### src/rtl/fifo_bank_l2.sv
// fifo_bank_l2: four independent 4-deep lane FIFOs (D,E,F,G) with status flags and pause; FIFO_ERROR_FLAG_EN adds sticky error flags
module fifo_bank_l2 #(
  parameter int DATA_WIDTH = 8,
  parameter int ADDR_WIDTH = 2,
  parameter int ALMOST_FULL = 3,
  parameter int ALMOST_EMPTY = 1
) (
  input  logic clk,
  input  logic reset,
  input  logic [DATA_WIDTH-1:0] in_D,
  input  logic [DATA_WIDTH-1:0] in_E,
  input  logic [DATA_WIDTH-1:0] in_F,
  input  logic [DATA_WIDTH-1:0] in_G,
  input  logic validIn_D,
  input  logic validIn_E,
  input  logic validIn_F,
  input  logic validIn_G,
  input  logic pop_D,
  input  logic pop_E,
  input  logic pop_F,
  input  logic pop_G,
  output logic [DATA_WIDTH-1:0] out_D,
  output logic [DATA_WIDTH-1:0] out_E,
  output logic [DATA_WIDTH-1:0] out_F,
  output logic [DATA_WIDTH-1:0] out_G,
  output logic validOut_D,
  output logic validOut_E,
  output logic validOut_F,
  output logic validOut_G,
  output logic [3:0] full,
  output logic [3:0] empty,
  output logic [3:0] almost_full,
  output logic [3:0] almost_empty,
`ifdef FIFO_ERROR_FLAG_EN
  output logic [3:0] error,
`endif
  output logic pause
);
  localparam int DEPTH = 1 << ADDR_WIDTH;
  localparam logic [ADDR_WIDTH:0] FULL_CNT = (ADDR_WIDTH+1)'(DEPTH);
  localparam logic [ADDR_WIDTH:0] AF_CNT = (ADDR_WIDTH+1)'(ALMOST_FULL);
  localparam logic [ADDR_WIDTH:0] AE_CNT = (ADDR_WIDTH+1)'(ALMOST_EMPTY);
  logic [3:0][DATA_WIDTH-1:0] din, dout;
  logic [3:0] vin, pop, vout;
  assign din = {in_G, in_F, in_E, in_D};
  assign vin = {validIn_G, validIn_F, validIn_E, validIn_D};
  assign pop = {pop_G, pop_F, pop_E, pop_D};
  assign {out_G, out_F, out_E, out_D} = dout;
  assign {validOut_G, validOut_F, validOut_E, validOut_D} = vout;
  assign pause = |almost_full;
  for (genvar i = 0; i < 4; i++) begin : g_lane
    logic [DATA_WIDTH-1:0] mem [DEPTH];
    logic [DATA_WIDTH-1:0] out_r;
    logic [ADDR_WIDTH-1:0] wr_ptr, rd_ptr;
    logic [ADDR_WIDTH:0] count;
    logic do_pop, do_push, v_r;
    assign do_pop = pop[i] && count != '0;
    assign do_push = vin[i] && (count != FULL_CNT || do_pop);
    assign dout[i] = out_r;
    assign vout[i] = v_r;
    assign full[i] = count == FULL_CNT;
    assign empty[i] = count == '0;
    assign almost_full[i] = count >= AF_CNT;
    assign almost_empty[i] = count <= AE_CNT;
    // lane storage, pointers, occupancy and registered read port
    always_ff @(posedge clk) begin
      if (reset) begin
        wr_ptr <= '0;
        rd_ptr <= '0;
        count <= '0;
        out_r <= '0;
        v_r <= 1'b0;
      end else begin
        v_r <= do_pop;
        if (do_pop) begin
          out_r <= mem[rd_ptr];
          rd_ptr <= rd_ptr + 1'b1;
        end
        if (do_push) begin
          mem[wr_ptr] <= din[i];
          wr_ptr <= wr_ptr + 1'b1;
        end
        count <= count + (ADDR_WIDTH+1)'(do_push) - (ADDR_WIDTH+1)'(do_pop);
      end
    end
`ifdef FIFO_ERROR_FLAG_EN
    logic err;
    assign error[i] = err;
    // sticky flag for a dropped push or an ignored pop
    always_ff @(posedge clk) begin
      if (reset) err <= 1'b0;
      else if ((vin[i] && !do_push) || (pop[i] && count == '0)) err <= 1'b1;
    end
`endif
  end
endmodule
### config.mk
export PLATFORM = sky130hd
export DESIGN_NAME = fifo_bank_l2
export DESIGN_NICKNAME = d
export VERILOG_FILES = /design/src/rtl/fifo_bank_l2.sv
export SDC_FILE = /design/constraint.sdc
export NUM_CORES = 1
export LEC_CHECK = 0
export BUFFER_PORTS_ARGS = -buffer_cell sky130_fd_sc_hd__clkbuf_2
export CAP_MARGIN = 25
export CORE_UTILIZATION = 40
export DETAILED_ROUTE_END_ITERATION = 16
export GPL_TIMING_DRIVEN = 0
export SLEW_MARGIN = 0
export SYNTH_ARGS = -nofsm -noshare
export SYNTH_HDL_FRONTEND = slang
export SYNTH_SLANG_ARGS = --single-unit
### constraint.sdc
create_clock -name clk -period 4.15 [get_ports clk]
set_input_delay 0.415 -clock clk [delete_from_list [all_inputs] [get_ports clk]]
set_output_delay 0.415 -clock clk [all_outputs]
set_load 0.01 [all_outputs]
# Word level (Yosys, flattened, before mapping)
# Memories as Yosys holds them, arrays and structs flattened. A register that Yosys moved wholly into a read port is not among the register bits.
# Index checks and enable logic that the tools add are counted.
dict set report op_classes {
  reduce_logical 21
  eq_ne 8
  mux 12
  add_sub_neg 16
  order_cmp 8
}
# cell n
set op_table {}
lappend op_table {{adder 2 x 1 -> 2 bit, second input constant} 8}
lappend op_table {{adder 3 x 1 -> 3 bit} 4}
lappend op_table {{== test 3 bit, second input constant} 4}
lappend op_table {{>= comparator 3 x 2 -> 1 bit, second input constant} 4}
lappend op_table {{<= comparator 3 x 1 -> 1 bit, second input constant} 4}
lappend op_table {{logical NOT 3 bit} 4}
lappend op_table {{two-way mux 1 bit} 12}
lappend op_table {{inequality test 3 bit, second input constant} 4}
lappend op_table {{nonzero test 3 bit} 4}
lappend op_table {{subtractor 3 x 1 -> 3 bit} 4}
lappend op_table {{logical AND 1 bit} 8}
lappend op_table {{logical OR 1 bit} 4}
lappend op_table {{OR reduction 4 bit} 1}
dict set report word_totals {
  ram_bits 128
  n_memories 4
  reg_bits 32
  wordCells 85
  inputBits 42
}
# name depth width read_ports rd_clocked_by_memory_dff wr line_no
set memory_table {}
lappend memory_table {{g_lane[0].mem} 4 8 1 1 1 52} ;# logic [DATA_WIDTH-1:0] mem [DEPTH];
lappend memory_table {{g_lane[1].mem} 4 8 1 1 1 52}
lappend memory_table {{g_lane[2].mem} 4 8 1 1 1 52}
lappend memory_table {{g_lane[3].mem} 4 8 1 1 1 52}

# Depth between registers and ports, before layout
dict set report depth {
  ltp_word 7
  ltp_mapped 10
  mapped_depth_nobuf 10
}

# Worst setup path before layout
# OpenSTA, ideal clock, no wires.
dict set report synth_timing {
  kind {register to register}
  start {register g_lane[0].count[1]}
  end {register g_lane[0].count[2]}
  n_path_buf 0
  path_stages_with_launch 11
  period_less_slack_ns 2.197
  setup_ns 0.128
  arrival_time_ns 2.070
  slack_ns 1.953
  required_time_ns 4.022
  path_cell_list {dfxtp_1 or3b_1 o21a_1 inv_1 ha_1 inv_1 ha_1 inv_1 fa_1 xnor2_1 nor2_1}
}
dict set report synth_via {
  elab_chain_cells 6
  word_cells_on_any_way 7
}
# item line_no
set synth_lines {}
lappend synth_lines {{from (decl)} 55} ;# logic [ADDR_WIDTH:0] count;
lappend synth_lines {{from (signal assigned)} 83} ;# count <= count + (ADDR_WIDTH+1)'(do_push) - (ADDR_WIDTH+1)'(do_pop);
lappend synth_lines {{nonzero test 3 bit} 57} ;# assign do_pop = pop[i] && count != '0;
lappend synth_lines {{logical AND 1 bit} 57}
lappend synth_lines {{logical OR 1 bit} 58} ;# assign do_push = vin[i] && (count != FULL_CNT || do_pop);
lappend synth_lines {{logical AND 1 bit} 58}
lappend synth_lines {{adder 3 x 1 -> 3 bit} 83}
lappend synth_lines {{subtractor 3 x 1 -> 3 bit *} 83}
# Every way passes the cells marked *; elsewhere a longest branch is shown, timed or not.
# A chain may end at the register's enable or synchronous reset.

# Worst setup path in the final report
dict set report layout_timing {
  start {register g_lane[1].count[1]}
  end {register g_lane[1].count[2]}
}
dict set report layout_via {
  elab_chain_cells 6
  word_cells_on_any_way 7
}
# item line_no
set layout_lines {}
lappend layout_lines {{from (decl)} 55}
lappend layout_lines {{from (signal assigned)} 83}
lappend layout_lines {{nonzero test 3 bit} 57}
lappend layout_lines {{logical AND 1 bit} 57}
lappend layout_lines {{logical OR 1 bit} 58}
lappend layout_lines {{logical AND 1 bit} 58}
lappend layout_lines {{adder 3 x 1 -> 3 bit} 83}
lappend layout_lines {{subtractor 3 x 1 -> 3 bit *} 83}
# Marks and branches as above.

==> key figures <==
Pwr
  • Total Power: 5580 uW
  • Power Dens Cells: between 600 and 700 nW/um2
  • Leak: 0.00346 uW
  • Peak VDD IR: 0.304 mV

Critical path
  • R2r endpoint: g_lane[1].count[2]$_SDFF_PP0_
  • CP delay by family, top: compound AO/OA/AOI/OAI gates
  • Req. time, crit path: between 4 and 5 ns
  • Arrival time at the worst endpoint: about 2.8 ns
  • CP bufs+invs: 0
  • CP Launch Type: flop
  • Worst setup path endpoint: g_lane[1].count[2]$_SDFF_PP0_
  • Cells on worst reg2reg path: 7
  • CP Class: reg2reg
  • Delay of the slowest critical-path stage: 0.54 ns
  • Stages on the worst setup path: 7
  • Slowest cell on crit path: o21ai_0
  • Crit-path most repeated cell: o21ai_0
  • Critical path, cell by cell: or3b_1, o21ai_0, o21ai_0, ha_1, fa_1, xor2_1, nor2_1
  • Worst r2r src: g_lane[1].count[1]$_SDFF_PP0_
  • Crit. End Element: flop
  • Setup crit start: g_lane[1].count[1]$_SDFF_PP0_
  • Flop2flop setup slack: about 1.7 ns
  • Crit path max fanout: 7

Clock tree
  • CTS root buf: clkbuf_16
  • CTS clock-pin slew for the worst setup and hold paths: approximately 0.070 ns
  • # hold bufs at CTS: 0
  • Post-cts resize count: 0
  • Post-CTS setup buffers: 0
  • Clock Latency Late Sink: 0.43 ns
  • Max clock buf depth: 2
  • CTS Buf Count: 17
  • CTS tree: yes
  • Clock Sinks: ~190
  • H-tree depth: 4

Place
  • Post-detail-place hpwl: approximately 11,000 um
  • Dpl ws: about 1.6 ns
  • Port Buf Inserts: 94
  • Post-Place Cells: roughly 900
  • Gp weighted congestion: around 0.76

Synth
  • Area leader, netlist: edfxtp_1
  • Synth top area share: 0.496
  • Net count after synthesis: around 620
  • Cells after synthesis: 534
  • Post-synth EDFFs: between 100 and 150
  • Synth Register Bits: 192
  • Top cells by area, synth: edfxtp_1, dfxtp_1, mux4_2, ha_1, nand2_1
  • Post-Synth Simple-Gate Area: 0.0848
  • Area share of fa/ha/maj cells after synthesis: 0.0669
  • Largest family of logic cells by synthesized area: multiplexers
  • Count leader, synth: edfxtp_1
  • Synth Area in Compound Gates: 0.0439
  • Post-synthesis mux area share: 0.104
  • FFs w/ async S/R, synth: 0
  • Most common flop cell mapped by yosys: edfxtp_1
  • Synth Area in XOR/XNOR: 0.00905
  • Synthesized area: between 7000 and 8000 um2
  • Syn avg cell area: around 15 um2
  • Commonest cells post-synth: edfxtp_1, nand2_1, dfxtp_1
  • Synth warnings: 0
  • Post-synth cell types: 28
  • Seq/Total Area, Yosys: 0.662

Die
  • Die Wd: about 140 um
  • Chip height: approximately 140 um
  • # IOs: 95
  • Starting Density: 0.411
  • Core box area: 18,800 um2
  • FP Rows: 50
  • Die area: around 20,000 um2

Final layout
  • Final nets: between 700 and 800
  • Syn-to-layout area delta: 19.6%
  • N_diodes: 0
  • Core Util, Final: 0.492
  • Final cell count without fillers: a little over 900
  • Layout cell share with drive strength beyond 1: 0.282

Timing
  • PnR worst setup slack: ~1.7 ns
  • Final slew viol count: 0
  • Hold Vio Cnt, Final: 0
  • Worst Tran Pin Value: 0.874 ns
  • Slew headroom: 0.416
  • Min Tclk post-route: approximately 2.5 ns
  • Final Cycle Share: 0.595
  • Final Setup Violations: 0
  • Setup Skew: around 0.0057 ns
  • Setup_tns: 0 ns
  • RSZ-0062 raised after global routing: false
  • Fmax: approximately 0.40 GHz

Route
  • Initial drt markers: 229
  • Post-route ant nets: 0
  • Routed WL per cell: about 16 um
  • Vias: 4,423
  • Post-DR vias/cell: ~4.7
  • Remaining DRCs: 0
  • WL final: approximately 15,000 um
  • DRT Pass-1 Iters: 4

Worst hold path
  • Tightest Hold Check Type: in2reg

GRT
  • Largest net degree at the start of global routing: 19
  • Overall global routing resource usage: 0.164
  • Wire length of the first global-routing pass: around 24,000 um
  • Vias in the first global route: approximately 4,700
  • Initial antenna violation count: 0
  • GRT overflow: 0

Flow run
  • # Max-Cap Violations: 0

Outcome
  • Status: finished clean
routing by layer:
layer / track usage / vias up / wire [um]
met5: 0 / - / 0
met4: 0.0469 / 0 / 157
met3: 0.0459 / 11 / 702
met2: 0.292 / 79 / 7960
met1: 0.192 / 2154 / 6220
li1: - / 2179 / -
cell type report:
cell class,instances,area (um2)
flip-flops and latches,192,5120
repair buffers,108,561
inverters,36,135
fillers,1628,9570
plain buffers,22,92.6
multi-input cells,284,2400
well taps,260,325
clock buffers,17,425
clock inverters,15,200
through the flow:
| stage | hold slack [ns] | area [um2] |
|---|---|---|
| floorplan | 0.481 | 7740 |
| global placement | 0.446 | 8540 |
| detailed placement | 0.446 | 8640 |
| CTS | 0.179 | 9270 |
| global route | 0.186 | 9270 |
| finish | 0.199 | 9270 |
where the power goes:
part / leakage, uW / total (uW) / internal [uW] / switching, uW
clock: 0.000294 / 1710 / 971 / 736
sequential: 0.00169 / 2400 / 2260 / 138
combinational: 0.00148 / 1470 / 663 / 808
total: 0.00346 / 5580 / 3900 / 1680
state kept, by name, indices dropped and copies added, names as in the netlist, 8 cells and up:
name and flops:
g_lane.wr_ptr 8, g_lane.count 12, out_G 8, g_lane.mem 128
out_D 8, out_E 8, out_F 8, g_lane.rd_ptr 8
kinds of logic after synthesis:
| kind of cell | count (synthesis) |
|---|---|
| adder cells (fa/ha/maj) | 39 |
| AO/OA/AOI/OAI | 59 |
| flip-flops | 192 |
| XOR/XNOR | 8 |
| buffers and inverters | 58 |
| multiplexers | 40 |
| AND/OR/NAND/NOR | 138 |
cell usage in the layout, fill, tap and decap left out, types with 5 or more instances in the layout:
master and instances:
clkbuf_2 94, nor3b_1 14, mux4_2 32, buf_2 14, buf_4 8, nor2b_1 7
xnor2_1 5, ha_1 35, inv_1 33, edfxtp_1 128, nand2b_1 9, clkbuf_16 17
nand2_1 72, a21oi_1 36, nor2_1 21, o21ai_0 10, dfxtp_1 64, clkbuf_1 14
worst reg2reg max path: cells and delay by family, from the launching register on:
kind | cells | cell delay [ns]
xor+xnor | 1 | 0.16
simple gates | 2 | 0.50
compound gates | 2 | 0.71
flops | 1 | 0.37
fa+ha+maj | 2 | 0.59
worst min-delay path by stage:
stage,from,slack (ns),to,depth (start not counted)
6_report,in_D[0],0.20,g_lane[0].mem[0][0]$_DFFE_PP_,1
5_1_grt,in_G[2],0.19,g_lane[3].mem[2][2]$_DFFE_PP_,1
4_1_cts,in_D[0],0.18,g_lane[0].mem[0][0]$_DFFE_PP_,1
3_5_place_dp,out_G[3]$_SDFFE_PP0P_,0.45,out_G[3]$_SDFFE_PP0P_,2
3_3_place_gp,out_F[6]$_SDFFE_PP0P_,0.45,out_F[6]$_SDFFE_PP0P_,2
2_1_floorplan,out_D[0]$_SDFFE_PP0P_,0.48,out_D[0]$_SDFFE_PP0P_,2
(Power assumes the default switching activity.)
